### config.mk
export PLATFORM = sky130hd
export DESIGN_NAME = riscv32_imem_loader
export DESIGN_NICKNAME = d
export VERILOG_FILES = /design/src/rtl/riscv32_imem_loader_pkg.sv /design/src/rtl/riscv32_imem_loader_byte_to_word.sv /design/src/rtl/riscv32_imem_loader.sv
export SDC_FILE = /design/constraint.sdc
export NUM_CORES = 1
export LEC_CHECK = 0
export BUFFER_PORTS_ARGS = -buffer_cell sky130_fd_sc_hd__buf_2
export CELL_PAD_IN_SITES_DETAIL_PLACEMENT = 0
export CELL_PAD_IN_SITES_GLOBAL_PLACEMENT = 1
export CORE_MARGIN = 5
export CORE_UTILIZATION = 35
export DETAILED_ROUTE_END_ITERATION = 8
export GPL_ROUTABILITY_DRIVEN = 0
export PLACE_DENSITY = 0.8
export SYNTH_ARGS = -nofsm -noshare
export SYNTH_HDL_FRONTEND = slang
export SYNTH_HIERARCHICAL = 1
export SYNTH_SLANG_ARGS = --single-unit
### constraint.sdc
create_clock -name clk -period 2.2 [get_ports clk]
set_input_delay 0.22 -clock clk [delete_from_list [all_inputs] [get_ports clk]]
set_output_delay 0.22 -clock clk [all_outputs]
set_load 0.02 [all_outputs]
### src/rtl/riscv32_imem_loader_pkg.sv
// Shared definitions for the boot-time IMEM loader: FSM state encoding and
// byte/word geometry of the incoming little-endian stream.
package riscv32_loader_pkg;

   typedef enum logic [2:0] {
      ST_IDLE  = 3'd0,
      ST_RECV  = 3'd1,
      ST_WRITE = 3'd2,
      ST_DONE  = 3'd3,
      ST_ERR   = 3'd4
   } loader_state_e;

   localparam int LOADER_BYTES_PER_WORD = 4;
   localparam int LOADER_IDX_W          = $clog2(LOADER_BYTES_PER_WORD);

endpackage

### src/rtl/riscv32_imem_loader_byte_to_word.sv
// Assembles four little-endian bytes into a 32-bit word; word_valid pulses
// alongside the byte that completes the word.
module riscv32_byte_to_word
   import riscv32_loader_pkg::*;
(
   input  logic        clk,
   input  logic        rst,
   input  logic        clear,
   input  logic        byte_en,
   input  logic [7:0]  byte_data,
   output logic [31:0] word,
   output logic        word_valid
);

   localparam logic [LOADER_IDX_W-1:0] LAST_IDX = LOADER_IDX_W'(LOADER_BYTES_PER_WORD - 1);

   logic [LOADER_IDX_W-1:0] idx_q, idx_d;
   logic [31:0]             word_q, word_d;

   always_ff @(posedge clk) begin
      if (rst) begin
         idx_q  <= '0;
         word_q <= '0;
      end else begin
         idx_q  <= idx_d;
         word_q <= word_d;
      end
   end

   // The index wraps to 0 after the last lane, so a completed word leaves it
   // ready for the next one without an explicit clear.
   always_comb begin
      idx_d  = idx_q;
      word_d = word_q;
      if (clear) begin
         idx_d = '0;
      end else if (byte_en) begin
         word_d[{idx_q, 3'b000} +: 8] = byte_data;
         idx_d                        = idx_q + 1'b1;
      end
   end

   assign word       = word_q;
   assign word_valid = byte_en & (idx_q == LAST_IDX);

endmodule

### src/rtl/riscv32_imem_loader.sv
// Boot loader: streams bytes into IMEM from word 0 and holds the RV32I core
// in reset until the requested number of words has been committed.
module riscv32_imem_loader
   import riscv32_loader_pkg::*;
#(
   parameter int IMEM_DEPTH_WORDS = 4096,
   parameter int ADDR_W           = $clog2(IMEM_DEPTH_WORDS),
   parameter int CNT_W            = ADDR_W + 1
) (
   input  logic              clk,
   input  logic              rst,
   input  logic              load_start,
   input  logic [CNT_W-1:0]  word_count,
   input  logic              s_valid,
   input  logic [7:0]        s_data,
   output logic              s_ready,
   output logic              imem_we,
   output logic [ADDR_W-1:0] imem_addr,
   output logic [31:0]       imem_wdata,
   output logic              core_rst_n,
   output logic              busy,
   output logic              done,
   output logic              error,
   output logic [CNT_W-1:0]  words_written,
   output logic [31:0]       checksum,
   output logic [2:0]        state_dbg
);

   // Stream handshake: a byte transfers on a rising edge where s_valid and
   // s_ready are both high; s_ready depends on state only, never on s_valid.

   localparam logic [CNT_W-1:0] DEPTH_C = CNT_W'(IMEM_DEPTH_WORDS);

   loader_state_e    state_q, state_d;
   logic [CNT_W-1:0] count_q, count_d;
   logic [CNT_W-1:0] ww_q, ww_d;
   logic [31:0]      csum_q, csum_d;
   logic             b2w_clear;
   logic             hs;
   logic             word_valid;
   logic [31:0]      asm_word;

   assign hs = s_valid & (state_q == ST_RECV);

   riscv32_byte_to_word u_b2w (
      .clk        (clk),
      .rst        (rst),
      .clear      (b2w_clear),
      .byte_en    (hs),
      .byte_data  (s_data),
      .word       (asm_word),
      .word_valid (word_valid)
   );

   always_ff @(posedge clk) begin
      if (rst) begin
         state_q <= ST_IDLE;
         count_q <= '0;
         ww_q    <= '0;
         csum_q  <= '0;
      end else begin
         state_q <= state_d;
         count_q <= count_d;
         ww_q    <= ww_d;
         csum_q  <= csum_d;
      end
   end

   always_comb begin
      state_d   = state_q;
      count_d   = count_q;
      ww_d      = ww_q;
      csum_d    = csum_q;
      b2w_clear = 1'b0;
      unique case (state_q)
         ST_IDLE, ST_DONE, ST_ERR: begin
            if (load_start) begin
               if (word_count == '0) begin
                  state_d = ST_DONE;
               end else if (word_count > DEPTH_C) begin
                  state_d = ST_ERR;
               end else begin
                  state_d   = ST_RECV;
                  count_d   = word_count;
                  ww_d      = '0;
                  csum_d    = '0;
                  b2w_clear = 1'b1;
               end
            end
         end
         ST_RECV: begin
            if (word_valid) state_d = ST_WRITE;
         end
         ST_WRITE: begin
            ww_d    = ww_q + CNT_W'(1);
            csum_d  = csum_q ^ asm_word;
            state_d = (ww_d == count_q) ? ST_DONE : ST_RECV;
         end
         default: state_d = ST_IDLE;
      endcase
   end

   always_comb begin
      s_ready       = (state_q == ST_RECV);
      imem_we       = (state_q == ST_WRITE);
      imem_addr     = ww_q[ADDR_W-1:0];
      imem_wdata    = asm_word;
      core_rst_n    = (state_q == ST_DONE);
      busy          = (state_q == ST_RECV) || (state_q == ST_WRITE);
      done          = (state_q == ST_DONE);
      error         = (state_q == ST_ERR);
      words_written = ww_q;
      checksum      = csum_q;
      state_dbg     = state_q;
   end

endmodule

* Yosys cells after proc, flatten, opt, wreduce, memory -nomap -nowiden *
Cells that the tools add are included.

storage, ports and cells
  bits in registers = 95
  input bits = 25
  output and inout port bits = 98
  word-level logic and storage cells = 57

operators by class
  add/sub/neg operators = 3
  order comparisons = 1
  eq/ne operators = 10
  shift-type cells = 2
  mux-type cells = 19
  bitwise gates (word level) = 6
  reduce and logical (&&, ||, !) cells = 10

operator list
  cell                    number
  $mux 32                 3
  $pmux 32 s2             1
  $mux 13                 3
  $bwmux 32               1
  $shift 8x7->32 const A  1
  $shiftx 8x7->32         1
  $xor 32x32->32          1
  $pmux 13 s2             1
  $add 13x1->13 const B   1
  $eq 13x13->1            1
  $gt 13x13->1 const B    1
  $logic_not 13->1        1
  $mux 3                  4
  $pmux 3 s3              1
  $reduce_and 4->1        2
  $neg 5->7               1
  $eq 3x2->1 const B      2
  $ne 2x2->1 const B      3
  $mux 1                  4
  $reduce_and 2->1        2
  $eq 3x1->1 const B      1
  $eq 3x3->1 const B      1
  $logic_not 3->1         1
  $not 1->1               3
  9 further kinds         10

* Depth between registers and ports, before layout *
Gate-level depths: netlist (run 1).

  depth in word-level cells = 7
  depth in mapped cells = 11
  mapped depth without buffers = 10

* Hierarchy *
The synthesis (run 1) kept the hierarchy.

by module, submodules not included
  module                times used  cells an instance  area an instance (um^2)  seq. area each (um^2)
  riscv32_imem_loader   1           376                3,154.3                  1,221.2
  riscv32_byte_to_word  1           130                1,345.0                  680.7

* Worst setup path before layout (run 1) *
Ideal clock, no wire load.

  path type = reg-to-reg
  from = register state_q[1] (netlist: state_dbg[1])
  to = register u_b2w.word_q[10] (netlist: u_b2w/word[10])
  library setup time = 117 ps
  data arrival time = 2,262 ps
  required time = 2,083 ps
  slack = -179 ps
  stages on the path, launching flop included = 11
  buffers on the path = 3
  period minus slack after synthesis = 2,379 ps
  path through = dfxtp_1 > and2b_1 > buf_6 > a21oi_1 > nand4b_1 > inv_1 > buf_2 > and4bb_1 > and4_1 > buf_6 > a22o_1

on the way
  word-level cells in the longest chain between the ends = 5
  elaborated cells between the ends (all ways) = 9
  those cells by class = eq/ne (3); mux (1); bitwise (2); reduce/logical (3)

RTL lines
  element                                   RTL line                                source
  start, declared                           riscv32_imem_loader.sv:34               loader_state_e state_q, state_d;
  start signal, assigned                    riscv32_imem_loader.sv:62               state_q <= state_d;
  $eq 3x2->1, or another cell as far along  riscv32_imem_loader.sv:75               unique case (state_q)
  $reduce_or 3->1 *                         riscv32_imem_loader.sv:75
  $mux 1 *                                  riscv32_imem_loader.sv:75
  named net b2w_clear                       riscv32_imem_loader.sv:38               logic b2w_clear;
  $not 1->1 (no line) *                     n/a
  $reduce_and 2->1 (no line) *              n/a
  end signal, assigned                      riscv32_imem_loader_byte_to_word.sv:26  word_q <= word_d;
  end, declared                             riscv32_imem_loader_byte_to_word.sv:18  logic [31:0] word_q, word_d;

The timed path passes the listed nets; every way through them passes the cells marked *.
A chain may end at the register's enable or synchronous reset.

* Worst setup path after layout (run 1) *
  from = register state_q[2] (netlist: state_dbg[2])
  to = output busy

on the way
  word-level cells in the longest chain between the ends = 2
  elaborated cells between the ends (all ways) = 3
  those cells by class = eq/ne (2); reduce/logical (1)

RTL lines
  element                                          RTL line                    source
  $eq 3x1->1 / $eq 3x2->1 (equally long branches)  riscv32_imem_loader.sv:109  busy = (state_q == ST_RECV) || (state_q == ST_WRITE);
  $logic_or 1x1->1 *                               riscv32_imem_loader.sv:109
  end, declared                                    riscv32_imem_loader.sv:21   output logic busy,

Mark *: on every way between the ends. The rest lies on a longest branch, timed or not.

==> summary.md, run 1 <==
| Metric | Value |
|---|---|
| Mapped Nets | `537` |
| Cells taking the most area after synthesis | `dfxtp_1 (42%), xnor2_1 (11%), a21oi_1 (5.0%)` |
| Hold buffers post-CTS | `0` |
| Critical path arrival | `1.85 ns` |
| Placed inst area | `5280 sq um` |
| Fin. max-slew vios | `0` |
| Pre-Repair DR Iteration Count | `4` |
| CP startpoint kind | `register` |
| Reg-to-Reg Start | `state_dbg[0]` |
| Synth Area in XOR/XNOR | `11.5%` |
| Vias in the first global route | `3633` |
| RSZ-0062 raised after global routing | `false` |
| Synthesis Warnings | `6` |
| Cell Rows | `41` |
| Hold Crit Class | `input pin to register` |
| Final Critical Period | `2.07 ns` |
| Rel. slew slack | `67.4%` |
| Worst path required time | `1.98 ns` |
| Port bufs | `122` |
| Final hold slack | `0.132 ns` |
| Cell chain of the critical path | `and2b_1 > nand2_2 > buf_4 > nand2_1 > buf_2` |
| PwrDens | `671 nW/um^2` |
| CTS Buf Count | `9` |
| Post-detailed-route count of antenna-violating nets | `0` |
| Sequential area share after synthesis | `42.3%` |
| Worst r2r path cells | `8` |
| Syn Inst Count | `506` |
| #FFs+latches synth | `95` |
| Adder-cell share of the synthesized area | `1.67%` |
| IO Count | `123` |
| Primary FF master, synth | `dfxtp_1` |
| Fin Setup TNS | `0 ns` |
| Simple-Gate Fraction of Synth Area | `18.5%` |
| Final setup fails | `0` |
| Die area | `15200 sq um` |
| CTS Buffer Depth | `2` |
| Post-synth top area cell | `dfxtp_1` |
| Worst VDD drop | `0.448 mV` |
| Period utilization | `94.3%` |
| Initial DRC count | `238` |
| Max-cap viol count | `0` |
| Final Skew | `0.00689 ns` |
| CP Buf/Inv Count | `2` |
| Nets | `652` |
| Layout cells sized above 1 | `30.0%` |
| CP max FO | `47` |
| Core footprint | `12600 sq um` |
| Largest family of logic cells by synthesized area | `simple AND/OR/NAND/NOR gates` |
| WL final | `12100 um` |
| Crit path to | `busy` |
| Flop2flop setup slack | `0.15 ns` |
| Initial core utilization | `35.7%` |
| Dominant cell by count in the synthesized netlist | `dfxtp_1` |
| Tightest Pin Transition | `0.489 ns` |
| Avg Inst Size Synth | `8.89 sq um` |
| Ant. Diodes | `0` |
| Chip width | `123 um` |
| Asr flop ratio synth | `0%` |
| Total number of vias | `3869` |
| First-pass GRT wire length | `18800 um` |
| Crit path launch | `state_dbg[2]` |
| Hold Vio Cnt, Final | `0` |
| Clk sink count | `95` |
| Post-CTS Setup Inserts | `0` |
| Highest Clock Rate | `482 MHz` |
| Power, Total | `3760 uW` |
| Die height | `123 um` |
| Crit. End Element | `primary output` |
| Synth Area in Compound Gates | `17.9%` |
| Final instance area | `5600 sq um` |
| Gr ovfl total | `0` |
| Vias per cell | `4.85` |
| DRC | `0` |
| CP peak stage delay | `0.43 ns` |
| Pleak | `0.00230 uW` |
| Global-route usage over all layers | `15.7%` |
| Crit-path leading delay family | `buffers and inverters` |
| Routed WL per cell | `15.2 um` |
| Worst flop-to-flop path endpoint | `u_b2w/word[20]` |
| Worst-path clk slew | `0.07 ns` |
| CTS tree | `yes` |
| CTS H-tree depth | `3` |
| Initial antenna violation count | `0` |
| Post_cts resized | `0` |
| Clk_lat worst skew | `0.35 ns` |
| Mapped Area | `4500 sq um` |
| CP Depth | `5` |
| Fill cells | `1285` |
| Critical path's slowest cell | `buf_4` |
| Commonest cells post-synth | `dfxtp_1 (95), nor2_1 (57), xnor2_1 (54), nand2_1 (51), a21oi_1 (45)` |
| Critical path type | `register to primary output` |
| Post-synth EDFFs | `0` |
| Dpl hpwl | `9070 um` |
| Largest net degree at the start of global routing | `48` |
| Outcome | `completed` |
| Yosys cell types | `54` |
| P&R area growth vs syn | `24.4%` |
| Mux share of post-synthesis cell area | `1.11%` |
| Post-synth top area share | `42.3%` |
| Root buffer cell | `clkbuf_16` |
[registers in the layout (all words and copies together), names as in the netlist]
signal / flops
words_written: 13
checksum: 32
count_q: 13
state_dbg: 3
u_b2w/word: 32
u_b2w/idx_q: 2
[worst min path at each step]
stage          slack [ns]        endpoint  cells after the start      startpoint
2_1_floorplan        0.35  u_b2w/word[10]                      1       s_data[2]
3_3_place_gp         0.46     count_q[11]                      2     count_q[11]
3_5_place_dp         0.46     count_q[11]                      2     count_q[11]
4_1_cts              0.13      count_q[7]                      3   word_count[7]
5_1_grt              0.14     count_q[11]                      3  word_count[11]
6_report             0.13      count_q[7]                      3   word_count[7]
[final cells by class]
type                            instances  area [sq um]  area share (%)
Tap cell                              172           215            3.85
Inverter                               10          37.5           0.671
Multi-Input combinational cell        357          2310            41.3
Clock inverter                          6          76.3            1.36
Timing Repair Buffer                  148           818            14.6
Sequential cell                        95          1910            34.1
Clock buffer                           10           229            4.09
[power by group]
| part | switching, uW | leakage (uW) | internal [uW] |
|---|---|---|---|
| logic | 232 | 0.00139 | 134 |
| clock network | 715 | 0.000150 | 902 |
| registers | 26.7 | 0.000768 | 1750 |
[metrics by stage]
stage          instances  setup WS [ns]  util [%]
5_1_grt              798         0.0230      44.3
3_3_place_gp         782          0.176      41.8
2_1_floorplan        506         0.0233         -
3_5_place_dp         782         0.0696      41.8
4_1_cts              798         0.0614      44.2
6_report             798          0.126      44.3
[kinds of logic (layout without fill, tap and decap cells)]
logic type,after synthesis,count (layout)
mux,5,5
flops,95,95
fa+ha+maj,6,6
xor+xnor,59,59
simple gates,171,171
buf+inv,54,174
compound gates,116,116
[worst register-to-register path, cell delays in order, from the launching register on]
cell and delay (ns):
dfxtp_2 0.40, inv_1 0.10, or3_4 0.42, inv_2 0.06, and2_1 0.13, buf_4 0.15, and4bb_1 0.23, and4_2 0.33
a22o_1 0.17
[layout by cell type, fill, tap and decap left out, types with 3 or more instances in the layout]
master       n
a21boi_0    11
a21boi_1    24
a21oi_1     45
a22o_1      16
and2_1       3
buf_2      122
buf_4       25
clkbuf_16    9
dfxtp_1     92
dfxtp_2      3
ha_1         6
inv_1        8
mux2i_1      5
nand2_1     51
nand3_1     18
nand4_1     10
nor2_1      57
nor3_1       4
nor4_2       4
o21ai_0      3
xnor2_1     54
xor2_1       5
[metal layers]
layer	vias up	GRT usage [%]	wire [um]
met3	12	2.15	623
met5	-	0	0
met2	104	24.6	5660
met4	0	6.23	158
met1	1807	21.8	5690
li1	1946	-	-
No activity file was read; power rests on OpenSTA's default activity.
==> run 2: changes to the inputs <==
--- a/config.mk
+++ b/config.mk
@@ -12,8 +12,7 @@
 export CORE_UTILIZATION = 35
 export DETAILED_ROUTE_END_ITERATION = 8
 export GPL_ROUTABILITY_DRIVEN = 0
-export PLACE_DENSITY = 0.8
+export PLACE_DENSITY = 0.81
 export SYNTH_ARGS = -nofsm -noshare
 export SYNTH_HDL_FRONTEND = slang
-export SYNTH_HIERARCHICAL = 1
 export SYNTH_SLANG_ARGS = --single-unit
==> run 2 against run 1 <==
Compared with the run above:
- worst hold slack better by 0.0033 ns
- clock power hardly changed
- via count is 3.2% higher
- combinational power is 20% lower
- synthesized cell count is 5.1% higher
- sequential cell count stayed put
- fmax is 5.7% higher
- global-route usage stayed put
- count of clock-buffer cells in the layout is 1 lower
- cell count is 3.3% higher
- largest power group unchanged
- non-clock buffer count is 2 higher
- power is 2.1% lower
- critical endpoint is now imem_we
==> summary.md, run 2 <==
| Metric | Value |
|---|---|
| Outcome | `completed (unchanged)` |
| Dpl hpwl | `8940 um (was 9070 um)` |
| Placed inst area | `5190 sq um (was 5280 sq um)` |
| Critical path type | `register to primary output (unchanged)` |
| Pre-Repair DR Iteration Count | `4 (unchanged)` |
| Post-synth top area share | `42.2% (was 42.3%)` |
| Final Skew | `0.00709 ns (was 0.00689 ns)` |
| First-pass GRT wire length | `18700 um (was 18800 um)` |
| Global-route usage over all layers | `15.7% (unchanged)` |
| Clock share of power | `44.1% (was 43.1%)` |
| Worst path required time | `1.98 ns (about the same)` |
| Critical path arrival | `1.74 ns (was 1.85 ns)` |
| Placed cells | `803 (was 782)` |
| Fin Setup TNS | `0 ns (unchanged)` |
| DRC | `0 (unchanged)` |
| Layout cells sized above 1 | `27.6% (was 30.0%)` |
| P&R area growth vs syn | `23.0% (was 24.4%)` |
| Max-cap viol count | `0 (unchanged)` |
| CP peak stage delay | `0.51 ns (was 0.43 ns)` |
| Cell Rows | `41 (unchanged)` |
| Sequential share of power | `48.0% (was 47.2%)` |
| Most common cell after layout, fill and taps aside | `buf_2 (unchanged)` |
| Mapped Nets | `563 (was 537)` |
| Fill cells | `1290 (was 1285)` |
| Post-synth EDFFs | `0 (unchanged)` |
| Initial antenna violation count | `0 (unchanged)` |
| Vias per cell | `4.85 (about the same)` |
| Commonest cells post-synth | `dfxtp_1 (95), nand2_1 (84), nor2_1 (69), a21oi_1 (43), xor2_1 (39) (was dfxtp_1 (95), nor2_1 (57), xnor2_1 (54), nand2_1 (51), a21oi_1 (45))` |
| Multi-input gate area | `2260 sq um (was 2310 sq um)` |
| Tightest Pin Transition | `0.488 ns (was 0.489 ns)` |
| Post-detailed-route count of antenna-violating nets | `0 (unchanged)` |
| Sw Ratio | `25.1% (was 25.9%)` |
| Core footprint | `12600 sq um (unchanged)` |
| Switch Pwr | `925 uW (was 974 uW)` |
| Crit. End Element | `primary output (unchanged)` |
| CTS H-tree depth | `3 (unchanged)` |
| Nets | `678 (was 652)` |
| Asr flop ratio synth | `0% (unchanged)` |
| #FFs+latches synth | `95 (unchanged)` |
| Cells taking the most area after synthesis | `dfxtp_1 (42%), xor2_1 (7.6%), nand2_1 (7.0%) (was dfxtp_1 (42%), xnor2_1 (11%), a21oi_1 (5.0%))` |
| CTS tree | `yes (unchanged)` |
| Critical path's slowest cell | `dfxtp_1 (was buf_4)` |
| Worst-path clk slew | `0.07 ns (about the same)` |
| Pint | `2750 uW (was 2780 uW)` |
| Synthesis Warnings | `0 (was 6)` |
| Post-synth top area cell | `dfxtp_1 (unchanged)` |
| Dominant cell by count in the synthesized netlist | `dfxtp_1 (unchanged)` |
| Final Critical Period | `1.96 ns (was 2.07 ns)` |
| Syn Inst Count | `532 (was 506)` |
| Fin. max-slew vios | `0 (unchanged)` |
| PwrDens | `664 nW/um^2 (was 671 nW/um^2)` |
| Chip width | `123 um (about the same)` |
| Hold Crit Class | `input pin to register (unchanged)` |
| Yosys cell types | `51 (was 54)` |
| Sequential Area | `1900 sq um (was 1910 sq um)` |
| Pleak | `0.00238 uW (was 0.00230 uW)` |
| CP max FO | `14 (was 47)` |
| Total number of vias | `3993 (was 3869)` |
| Hold Vio Cnt, Final | `0 (unchanged)` |
| IO Count | `123 (unchanged)` |
| Crit-path leading delay family | `buffers and inverters (unchanged)` |
| Worst VDD drop | `0.323 mV (was 0.448 mV)` |
| Die height | `123 um (about the same)` |
| Clk_lat worst skew | `0.34 ns (was 0.35 ns)` |
| Mapped Area | `4500 sq um (about the same)` |
| Gr ovfl total | `0 (unchanged)` |
| Primary FF master, synth | `dfxtp_1 (unchanged)` |
| Avg Inst Size Synth | `8.46 sq um (was 8.89 sq um)` |
| CTS Buf Count | `9 (unchanged)` |
| Sequential area share after synthesis | `42.2% (was 42.3%)` |
| CTS Buffer Depth | `2 (unchanged)` |
| RSZ-0062 raised after global routing | `false (unchanged)` |
| Final instance area | `5540 sq um (was 5600 sq um)` |
| Root buffer cell | `clkbuf_16 (unchanged)` |
| Hold buffers post-CTS | `0 (unchanged)` |
| Highest Clock Rate | `510 MHz (was 482 MHz)` |
| WL final | `12000 um (was 12100 um)` |
| Final Non-Filler Cells | `824 (was 798)` |
| Cell chain of the critical path | `nand2b_1 > or2_1 > buf_4 > clkinvlp_4 > buf_2 (was and2b_1 > nand2_2 > buf_4 > nand2_1 > buf_2)` |
| Initial DRC count | `206 (was 238)` |
| Combinational Power Share | `7.9% (was 9.7%)` |
| Largest net degree at the start of global routing | `46 (was 48)` |
| Ant. Diodes | `0 (unchanged)` |
| Final setup fails | `0 (unchanged)` |
| Routed WL per cell | `14.5 um (was 15.2 um)` |
| Clk sink count | `95 (unchanged)` |
| CP startpoint kind | `register (unchanged)` |
| CP Buf/Inv Count | `3 (was 2)` |
| Period utilization | `89.2% (was 94.3%)` |
| Rel. slew slack | `67.5% (was 67.4%)` |
| Initial core utilization | `35.7% (about the same)` |
| Port bufs | `122 (unchanged)` |
| Vias in the first global route | `3715 (was 3633)` |
| Die area | `15200 sq um (about the same)` |
| Most frequent cells in the layout | `buf_2 (122), dfxtp_1 (95), nand2_1 (84), nor2_1 (69), a21oi_1 (43) (was buf_2 (122), dfxtp_1 (92), nor2_1 (57), xnor2_1 (54), nand2_1 (51))` |
==> run 2: cell type report <==
cell class                 count  share of cell area (%)
multi-input combinational    383                    40.7
timing repair buffer         150                    14.8
sequential                    95                    34.4
clock inverter                 7                    1.51
tap                          172                    3.89
inverter                       8                   0.610
clock buffer                   9                    4.07
==> run 2: logic make-up (layout without fill, tap and decap cells) <==
logic type	count (synthesis)	after routing	share of synthesized area, %
xor gates and xnor gates	53	53	10.3
buffers and inverters	54	174	7.67
adders and majority gates	6	6	1.67
muxes	14	14	3.14
and+or+nand+nor	230	230	23.3
AOI/OAI and AO/OA	80	80	11.6
DFF	95	95	42.2
==> run 2: metal layers <==
metal / track usage, % / wire (um) / vias up / share of wire, %
met2: 24.4 / 5500 / 119 / 46
met3: 4.53 / 821 / 18 / 6.9
met4: 5.19 / 218 / 0 / 1.8
li1: - / - / 2003 / -
met5: 0 / 0 / - / 0
met1: 21.0 / 5430 / 1853 / 45
==> run 2: final timing paths <==
kind / depth (start not counted) / from / slack (ns) / endpoint
setup / recovery: 5 / state_dbg[1] / 0.24 / imem_we
hold / removal: 3 / word_count[8] / 0.14 / count_q[8]
setup reg to reg: 7 / state_dbg[0] / 0.25 / checksum[25]
hold reg to reg: 2 / u_b2w.word[4] / 0.47 / u_b2w.word[4]
==> run 2: worst min-delay path, cell delays in order <==
cell and delay (ns):
buf_2 0.09, mux2i_1 0.06, nor2_1 0.07
==> run 2: what timing repair did <==
action	CTS	global route
pin swaps	0	0
resized for setup	1	0
setup buffers	0	5
setup endpoints to repair	1	1
==> run 2: through the flow <==
step	hold WS (ns)	power, uW	utilization [%]	setup slack, ns
after floorplan	0.367	2000	-	0.148
after CTS	0.125	3730	43.6	0.0709
after global routing	0.140	3860	43.9	0.0669
after detailed placement	0.464	2090	41.1	0.162
after global placement	0.461	2080	41.1	0.242
final	0.135	3680	43.9	0.238
==> run 2: power by group through the flow <==
stage | combinational (uW) | sequential, uW | clock (uW)
finish | 291 | 1760 | 1620
global route | 317 | 1770 | 1770
CTS | 288 | 1760 | 1680
detailed placement | 286 | 1800 | 0
global placement | 280 | 1800 | 0
floorplan | 194 | 1810 | 0
